**config.mk**
```make
export PLATFORM = sky130hd
export DESIGN_NAME = seg7_scan_driver
export DESIGN_NICKNAME = d
export VERILOG_FILES = /design/src/rtl/seg7_scan_driver.sv
export SDC_FILE = /design/constraint.sdc
export NUM_CORES = 1
export LEC_CHECK = 0
export CORE_ASPECT_RATIO = 0.7
export CORE_MARGIN = 1.5
export CORE_UTILIZATION = 30
export CTS_CLUSTER_SIZE = 12
export DETAILED_ROUTE_END_ITERATION = 8
export GPL_ROUTABILITY_DRIVEN = 0
export GPL_TIMING_DRIVEN = 0
export PLACE_DENSITY = 0.6
export SYNTH_ARGS = -nofsm -noshare
export SYNTH_HDL_FRONTEND = slang
export SYNTH_SLANG_ARGS = --single-unit
```
**constraint.sdc**
```tcl
create_clock -name clk -period 5.64 [get_ports clk]
set_input_delay 1.41 -clock clk [delete_from_list [all_inputs] [get_ports clk]]
set_output_delay 1.41 -clock clk [all_outputs]
set_load 0.02 [all_outputs]
```
**src/rtl/seg7_scan_driver.sv**
```systemverilog
// Time-multiplexed common-anode 7-segment driver: shadow BCD, glyph decode, leading-zero/blank/blink gating.
// seg/an registered, 1-cycle latency from state and live controls; no backpressure, load is captured unconditionally.
module seg7_scan_driver #(
  parameter int NUM_DIGITS = 4,
  parameter int SCAN_DIV   = 1000,
  parameter int BLINK_DIV  = 25000000
) (
  input  logic                    clk,
  input  logic                    rst,
  input  logic [4*NUM_DIGITS-1:0] digits_in,
  input  logic                    load,
  input  logic [NUM_DIGITS-1:0]   blank_mask,
  input  logic [NUM_DIGITS-1:0]   blink_en,
  input  logic                    lz_suppress,
  output logic [6:0]              seg,
  output logic [NUM_DIGITS-1:0]   an
);

  localparam int SW = (SCAN_DIV > 1) ? $clog2(SCAN_DIV) : 1;
  localparam int BW = (BLINK_DIV > 1) ? $clog2(BLINK_DIV) : 1;
  localparam int IW = (NUM_DIGITS > 1) ? $clog2(NUM_DIGITS) : 1;

  localparam logic [SW-1:0] SCAN_LAST  = SW'(SCAN_DIV - 1);
  localparam logic [BW-1:0] BLINK_LAST = BW'(BLINK_DIV - 1);
  localparam logic [IW-1:0] IDX_LAST   = IW'(NUM_DIGITS - 1);

  logic [4*NUM_DIGITS-1:0] shadow;
  logic [SW-1:0]           scan_cnt;
  logic [IW-1:0]           idx;
  logic [BW-1:0]           blink_cnt;
  logic                    blink_phase;

  logic [NUM_DIGITS-1:0]   lz_mask;
  logic [3:0]              cur_digit;
  logic [6:0]              glyph;
  logic [NUM_DIGITS-1:0]   an_lit;
  logic                    dark;

  // Walk from the most significant digit down; a digit is a leading zero while everything above it is zero too.
  always_comb begin : lz_blk
    logic upper_zero;
    upper_zero = 1'b1;
    lz_mask    = '0;
    for (int i = NUM_DIGITS - 1; i >= 1; i--) begin
      upper_zero = upper_zero & (shadow[4*i +: 4] == 4'd0);
      lz_mask[i] = lz_suppress & upper_zero;
    end
  end

  assign cur_digit = shadow[4*idx +: 4];
  assign an_lit    = ~(NUM_DIGITS'(1) << idx);

  always_comb begin
    glyph = 7'h3F;
    case (cur_digit)
      4'd0:    glyph = 7'h40;
      4'd1:    glyph = 7'h79;
      4'd2:    glyph = 7'h24;
      4'd3:    glyph = 7'h30;
      4'd4:    glyph = 7'h19;
      4'd5:    glyph = 7'h12;
      4'd6:    glyph = 7'h02;
      4'd7:    glyph = 7'h78;
      4'd8:    glyph = 7'h00;
      4'd9:    glyph = 7'h10;
      default: glyph = 7'h3F;
    endcase
  end

  // First cycle of every slot stays dark so the previous digit's segments never ghost onto the next anode.
  assign dark = (scan_cnt == '0) | blank_mask[idx] | (blink_en[idx] & blink_phase) | lz_mask[idx];

  always_ff @(posedge clk) begin
    if (rst) begin
      shadow      <= '0;
      scan_cnt    <= '0;
      idx         <= '0;
      blink_cnt   <= '0;
      blink_phase <= 1'b0;
      seg         <= 7'h7F;
      an          <= '1;
    end else begin
      if (load)
        shadow <= digits_in;

      if (scan_cnt == SCAN_LAST) begin
        scan_cnt <= '0;
        idx      <= (idx == IDX_LAST) ? '0 : idx + 1'b1;
      end else begin
        scan_cnt <= scan_cnt + 1'b1;
      end

      if (blink_cnt == BLINK_LAST) begin
        blink_cnt   <= '0;
        blink_phase <= ~blink_phase;
      end else begin
        blink_cnt <= blink_cnt + 1'b1;
      end

      seg <= dark ? 7'h7F : glyph;
      an  <= dark ? '1 : an_lit;
    end
  end

endmodule
```
[Word level (Yosys, flattened, before mapping)]
Memory sizes are Yosys's and may differ from the RTL's. A register that Yosys moved wholly into a read port is not among the register bits.
Cells that the tools add are included.
Word-level totals
  memories kept: 1
  ROM bits: 112
  logic and storage cells: 41
  input port bits: 28
  bits in registers: 58
Cells by class
  shifts and indexed selects: 2
  magnitude comparators: 1
  equality and inequality tests: 3
  bitwise logic cells: 11
  mux-type cells: 7
  reductions and logical operators: 7
  $add $sub $neg: 3
Memory list
  (name not given): words 16, width 7, read ports 1, clocked after Yosys merged registers in 1, write ports 0, RTL line 55  | case (cur_digit)
Operators by type and width (number)
  $add 25x1->25 const B: 1
  $eq 25x25->1 const B: 1
  $shiftx 16x5->4: 1
  $logic_not 4->1: 3
  $add 10x1->10 const B: 1
  $eq 10x10->1 const B: 1
  $logic_not 10->1: 1
  $and 1x1->1: 6
  $bmux 1 s2: 3
  $reduce_or 2->1: 3
  $not 4->4: 1
  $shl 1x2->4 const A: 1
  $lt 2x3->1 const B: 1
  $mux 1: 3
  $or 1x1->1: 3
  $add 2x1->2 const B: 1
  $eq 2x2->1 const B: 1
  $mux 2: 1
  $not 1->1: 1

[Depth between registers and ports, before layout]
Gate-level depths: netlist of the first run.
  depth after elaboration: 8
  depth in mapped cells: 8
  gate-level depth less buffers: 6

[Worst setup path after synthesis of the first run]
Ideal clock, no wire load.
  kind: input to register
  from: input port blank_mask[3]
  to: register seg[4]
  data arrival time: 2.514 ns
  setup slack: 2.995 ns
  setup time: 0.132 ns
  stages: 5
  path buffers: 1
  required time: 5.508 ns
  path through: mux4_2 a311oi_1 o211a_1 buf_2 o21ai_0
Between the ends
  cells in the longest elaborated chain, start to end: 6
Ends and longest elaborated chain
  start, declared: RTL line 12  | input logic [NUM_DIGITS-1:0] blank_mask,
  $bmux 1 s2: RTL line 71  | assign dark = (scan_cnt == '0) | blank_mask[idx] | (blink_en[idx] & blink_phase) | lz_mask[idx];
  $mux 1 (implied by the code): RTL line 71
  $or 1x1->1 (3 in a row): RTL line 71
  $reduce_or 2->1 (no line)
  end, declared: RTL line 15  | output logic [6:0] seg,
No other way between the ends. The select of a mux whose other input is x is not followed.
A chain may end at the register's enable or synchronous reset.

[Worst setup path in the final report of the first run]
  from: register idx[0]
  to: register seg[4]
Between the ends
  cells in the longest elaborated chain, start to end: 6
Ends and longest elaborated chain
  start, declared: RTL line 29  | logic [IW-1:0] idx;
  start signal, assigned: RTL line 88  | idx <= (idx == IDX_LAST) ? '0 : idx + 1'b1;
  $bmux 1 s2: RTL line 71
  $mux 1 (implied by the code): RTL line 71
  $or 1x1->1 or $and 1x1->1 (tied branches): RTL line 71
  $or 1x1->1 (2 in a row): RTL line 71
  $reduce_or 2->1 (no line)
Several ways; a longest one is shown, not always the timed one. The select of a mux whose other input is x is not followed.

==> impl_metrics.csv, run 1 <==
group,metric,value,unit
cells_and_area,antennaDiodeCount,0,
placed_design,placed_cells,486,
synth,synthDistinctLibCells,42,
cells_and_area,nets,409,
drt,firstDrtPassIters,4,
cells_and_area,area_growth,27.4,%
placed_design,portBuffers,36,
synth,yosysMostFrequentCell,"dfxtp_1",
setup_path,path_max_fanout,10,
synth,synth_fa_ha_area_share,5.03,%
setup_path,cp-end-kind,"register",
synth,synth_fp_nets,362,
die,initial_core_util,30.8,%
synth,yosys.area_share.simple,23.5,%
synth,syn_inst,322,
drt,drcViolationCount,0,
synth,synth_top_cell_area_share,43.6,%
setup_path,reg2reg_to,"seg[4]",
cells_and_area,finalInstanceArea,3800,sq um
synth,netlist_area,2990,sq um
clocking,clockBufferDepth,2,
outcome,outcome,"complete, no violations",
synth,synthTopCellsByCount,"dfxtp_1, nor2_1, nand2_1",
global_route,grt_max_degree,12,
synth,yosys.area.top_type,"dfxtp_1",
power,ir_worst_vdd,0.174,mV
power,pwr-share-comb,7.5,%
setup_path,cp_data_required_time,5.82,ns
sta,hold_viol,0,
power,power,1110,uW
global_route,grt_pass1_vias,2245,
drt,via_per_inst,4.81,
clocking,cts_tree,"built",
global_route,grt_pass1_wl,11.2,mm
setup_path,startpoint_type,"register",
global_route,grt_overflow,0,
synth,syn_avg_cell_area,9.27,sq um
clocking,clkLatencyLatePin,0.33,ns
synth,ys_ff_latch,65,
sta,slew_violations,0,
cells_and_area,fin_cells,502,
sta,rsz0062_at_grt,"no",
clocking,cts_made_buffers,9,
power,clkPwrFrac,49.0,%
global_route,groute.usage.overall,13.8,%
synth,ys_top_cells_by_area,"dfxtp_1, mux2i_1, nor2_1, ha_1, mux4_2",
setup_path,r2r_start,"idx[0]",
setup_path,rrSetupSlack,2.54,ns
power,p_sw,243,uW
placed_design,placed_area,3510,sq um
synth,synth-async-reset-ratio,0,%
synth,synthFlopType,"dfxtp_1",
clocking,cts_sinks,65,
drt,routed-via-count,2413,
drt,wirelength,6.61,mm
setup_path,arrival,3.28,ns
setup_path,critPathKind,"reg2reg",
sta,final.period_utilization,54.9,%
sta,clock_skew,0.00559,ns
placed_design,dp_hpwl,4.93,mm
drt,drt_iter0_drc,162,
sta,worst_slew_pin_slew,0.771,ns
sta,final.min_clock_period,3.10,ns
sta,max_freq,323,MHz
drt,final_antenna_net_count,0,
clocking,path_clk_slew,0.05,ns
die,die_h,86.5,microns
sta,setup_viol,0,
drt,drt-wirelength-per-cell,13.2,microns
sta,fin_tns_setup,0,ns
die,fp.dieW,122,microns
die,die-area,10600,sq um
die,num_io_pins,39,
global_route,grt_antenna_before_repair,0,
sta,slew_headroom,48.6,%
synth,ys_seq_area_share,43.6,%
clocking,cts_resized,0,
synth,synth_top_family_by_area,"simple AND/OR/NAND/NOR gates",
power,seqPwrFrac,43.6,%
cells_and_area,layout-drive-gt1-share,8.02,%
setup_path,ff2ff_path_depth,8,
clocking,clk_root_buffer_cell,"clkbuf_16",
flow_run,cap_violations,0,
synth,synth_xor_area_share,5.87,%
power,p_leak,0.00139,uW
power,power_density,292,nW/um^2
die,rows,30,
clocking,htreeDepth,3,
synth,yosysWarnings,0,
min_path,hp-class,"reg2reg",
setup_path,startpoint,"idx[0]",
clocking,cts_hold_buf,0,
die,core_area,9680,sq um
synth,synth-compound-area-share,8.26,%
clocking,cts_setup_buffers,0,
setup_path,endpoint,"seg[4]",
power,sw_frac_of_total,21.8,%
synth,synth-edff-count,0,
power,internal_power,868,uW
synth,synthMuxAreaShare,10.6,%
-- power by group through the flow --
stage / logic [uW] / clock network (uW) / registers (uW)
final: 82.9 / 544 / 484
after global routing: 92.4 / 582 / 486
after floorplan: 42.6 / 0 / 495
after global placement: 81.7 / 0 / 493
after CTS: 83.4 / 557 / 484
after detailed placement: 82.8 / 0 / 494
-- cell type report --
class | instances | area (sq um)
Fill cell | 941 | 5880
Multi-Input combinational cell | 234 | 1590
Sequential cell | 65 | 1300
Timing Repair Buffer | 36 | 360
Clock buffer | 10 | 239
Tap cell | 128 | 160
Clock inverter | 6 | 57.6
Buffer | 12 | 53.8
Inverter | 11 | 41.3
-- registers in the layout (all words and copies together) (netlist names) --
name,count
an,4
idx,2
scan_cnt,10
seg,7
shadow,16
blink_cnt,25
blink_phase,1
-- placed cells by master, fill, tap and decap left out, drive strengths merged, types with 6 or more instances in the layout --
master,instances
ha,12
a21oi,13
or3,7
nand4,9
clkbuf,17
nand2,22
inv,11
mux2i,18
or4,8
nor2,47
xnor2,10
dfxtp,65
o21ai,13
nand3,15
clkdlybuf4s50,36
mux4,6
and3,9
nor3,7
xor2,10
-- how the worst min path moves through the flow --
stage,from,to,slack (ns),cells after the start
final,blink_cnt[0],blink_cnt[0],0.45,1
after global routing,blink_cnt[0],blink_cnt[0],0.49,1
after CTS,blink_cnt[0],blink_cnt[0],0.46,1
after detailed placement,blink_cnt[0],blink_cnt[0],0.44,1
after global placement,scan_cnt[0],scan_cnt[0],0.44,1
after floorplan,blink_cnt[0],blink_cnt[0],0.43,1
-- per-layer routing --
| layer | GRT usage (%) | part of all wire, % |
|---|---|---|
| met5 | 0 | 0 |
| met4 | 4.23 | 1.3 |
| met3 | 4.28 | 4.4 |
| met2 | 18.5 | 39 |
| met1 | 20.6 | 55 |
-- worst max-delay path, cell delays in order, from the launching register on --
cell and delay, ns:
dfxtp_1 0.36, clkbuf_1 0.34, buf_1 0.45, mux4_2 0.65
inv_1 0.16, ha_1 0.22, a2111oi_0 0.08, a2111oi_0 0.53
o21ai_0 0.18
-- cells by family (layout without fill, tap and decap cells) --
family                   after synthesis  after routing
multiplexers                          24             24
adder cells (fa/ha/maj)               12             12
XOR/XNOR                              20             20
buffers and inverters                 23             75
AND/OR/NAND/NOR                      139            139
AO/OA/AOI/OAI                         39             39
flip-flops                            65             65
-- per-stage QoR --
stage / hold slack, ns / setup slack, ns / util (%)
CTS: 0.456 / 2.58 / 39.3
global route: 0.486 / 2.29 / 39.3
global placement: 0.440 / 2.34 / 36.2
detailed placement: 0.444 / 2.35 / 36.2
finish: 0.454 / 2.54 / 39.3
floorplan: 0.426 / 2.99 / -
No activity file was read; power rests on OpenSTA's default activity.
==> run 2: changes to the inputs <==
--- a/config.mk
+++ b/config.mk
@@ -12,7 +12,7 @@
 export DETAILED_ROUTE_END_ITERATION = 8
 export GPL_ROUTABILITY_DRIVEN = 0
 export GPL_TIMING_DRIVEN = 0
-export PLACE_DENSITY = 0.6
+export PLACE_DENSITY = 0.61
 export SYNTH_ARGS = -nofsm -noshare
 export SYNTH_HDL_FRONTEND = slang
 export SYNTH_SLANG_ARGS = --single-unit
==> constraint.sdc (replaced) <==
create_clock -name clk -period 2.5 [get_ports clk]
set_input_delay 0.625 -clock clk [delete_from_list [all_inputs] [get_ports clk]]
set_output_delay 0.625 -clock clk [all_outputs]
set_load 0.02 [all_outputs]
==> run 2 against run 1 <==
Worst hold slack improved by 0.0013 ns. Clock power is 130% higher. Non-clock buffer count rose by 2. Critical endpoint unchanged. Highest routed layer unchanged.
==> impl_metrics.csv, run 2 (synthesis results as in run 1) <==
group,metric,value,unit
cells_and_area,utilization,39.6,%
cells_and_area,nets,411,
drt,firstDrtPassIters,4,
sta,whs,0.455,ns
clocking,clk_root_buffer_cell,"clkbuf_16",
global_route,grt_pass1_wl,11.3,mm
setup_path,r2r_start,"idx[0]",
die,die_h,86.5,microns
setup_path,cp_data_required_time,2.70,ns
sta,final.period_utilization,92.8,%
global_route,groute.usage.overall,13.9,%
power,ir_worst_vdd,0.344,mV
global_route,use_met1,19.8,%
sta,slew_headroom,49.2,%
sta,final.min_clock_period,2.32,ns
global_route,grtUsageMet2,20.4,%
die,core_area,9680,sq um
sta,worst_slew_pin_slew,0.762,ns
power,seqPwrFrac,43.1,%
die,initial_core_util,30.8,%
cells_and_area,largest_register_ffs,25,
power,p_leak,0.00141,uW
setup_path,arrival,2.52,ns
global_route,grt_overflow,0,
setup_path,critPathKind,"reg2reg",
sta,setup_viol,0,
placed_design,portBuffers,36,
sta,rsz0062_at_grt,"no",
global_route,grt_max_degree,14,
cells_and_area,final_common_cell,"dfxtp_1",
die,num_io_pins,39,
clocking,cts_sinks,65,
min_path,holdPathStages,1,
sta,fin_tns_setup,0,ns
power,power,2530,uW
die,fp.dieW,122,microns
placed_design,dp_hpwl,5.01,mm
global_route,grt_pass1_vias,2322,
power,p_sw,583,uW
cells_and_area,largestRegisters,"blink_cnt (25), shadow (16), scan_cnt (10)",
drt,drcViolationCount,0,
global_route,grt_antenna_before_repair,0,
flow_run,cap_violations,0,
cells_and_area,area_growth,28.6,%
clocking,clkLatencyLatePin,0.32,ns
setup_path,path_max_fanout,10,
clocking,cts_tree,"built",
drt,routed-via-count,2475,
setup_path,startpoint,"idx[0]",
power,internal_power,1950,uW
cells_and_area,layout-drive-gt1-share,9.84,%
sta,clock_skew,0.00616,ns
global_route,met3_usage,4.01,%
sta,hold_viol,0,
drt,drt_iter0_drc,184,
cells_and_area,regMostFlops,"blink_cnt",
setup_path,ff2ff_path_depth,8,
setup_path,cp-end-kind,"register",
setup_path,startpoint_type,"register",
power,clkPwrFrac,49.3,%
cells_and_area,antennaDiodeCount,0,
sta,max_freq,431,MHz
min_path,hold_end,"blink_cnt[0]",
power,pwr-share-comb,7.6,%
clocking,cts_made_buffers,9,
min_path,hp-class,"reg2reg",
power,sw_frac_of_total,23.0,%
power,power_density,660,nW/um^2
min_path,worstHoldStart,"blink_cnt[0]",
global_route,busiest_layer,"met2",
die,rows,30,
setup_path,rrSetupSlack,0.18,ns
sta,slew_violations,0,
drt,final_antenna_net_count,0,
die,die-area,10600,sq um
clocking,htreeDepth,3,
cells_and_area,mostFrequentLayoutCells,"dfxtp_1, nor2_1, clkdlybuf4s50_1",
drt,wirelength,6.64,mm
clocking,path_clk_slew,0.06,ns
setup_path,reg2reg_to,"seg[4]",
drt,via_per_inst,4.91,
clocking,clockBufferDepth,2,
outcome,outcome,"complete, no violations",
drt,drt-wirelength-per-cell,13.2,microns
[run 2: cell types whose count changed in the layout (fill, tap and decap cells not counted), moves of 2 or more]
cell / change
clkinv_4: +2
buf_4: +4
inv_6: +2
clkinv_2: -3
clkbuf_1: -2
[run 2: what timing repair did]
action / 4_1_cts / 5_1_grt
cloned: 0 / 0
buffers inserted: 0 / 2
setup endpoints to repair: 7 / 1
gates resized for setup: 5 / 5
hold endpoints to repair: 0 / 0
pin swaps: 1 / 0
hold buffers: 0 / 0
[run 2: metal layers]
layer,vias up,share of wire [%]
met5,-,0
li1,1239,-
met2,74,41
met3,4,5.4
met1,1158,53
met4,0,0.86
[run 2: how the worst max path moves through the flow]
| stage | end | slack, ns | cells past startpoint |
|---|---|---|---|
| after floorplan | seg[4] | 0.01 | 8 |
| final | seg[4] | 0.18 | 8 |
| after global placement | seg[4] | -0.60 | 8 |
| after detailed placement | seg[4] | -0.60 | 8 |
| after global routing | seg[4] | 0.02 | 8 |
| after CTS | seg[4] | 0.004 | 8 |
[run 2: power groups by stage]
stage | combinational (uW) | clock [uW] | sequential, uW
final | 192 | 1250 | 1090
after global routing | 214 | 1340 | 1090
after CTS | 189 | 1280 | 1090
after detailed placement | 187 | 0 | 1110
after global placement | 185 | 0 | 1110
after floorplan | 96.2 | 0 | 1120
[run 2: area by class of cell]
class | count | area [sq um]
tap | 128 | 160
clock buffer | 9 | 225
multi-input combinational | 234 | 1600
buffer | 12 | 62.6
clock inverter | 7 | 77.6
sequential | 65 | 1300
inverter | 11 | 41.3
timing repair buffer | 38 | 375
fill | 941 | 5850
[run 2: critical path, cell delays in order, from the launching register on]
cell,delay (ns)
dfxtp_1,0.38
buf_4,0.19
buf_4,0.19
mux4_2,0.58
inv_2,0.12
ha_1,0.21
nor3_1,0.08
a2111oi_2,0.31
o21ai_0,0.15
[run 2: per-stage QoR]
step / area, sq um / setup slack [ns] / cells
CTS: 3820 / 0.00447 / 502
detailed placement: 3510 / -0.596 / 486
global placement: 3510 / -0.602 / 486
floorplan: 2990 / 0.0123 / 322
finish: 3840 / 0.179 / 504
global route: 3840 / 0.0207 / 504
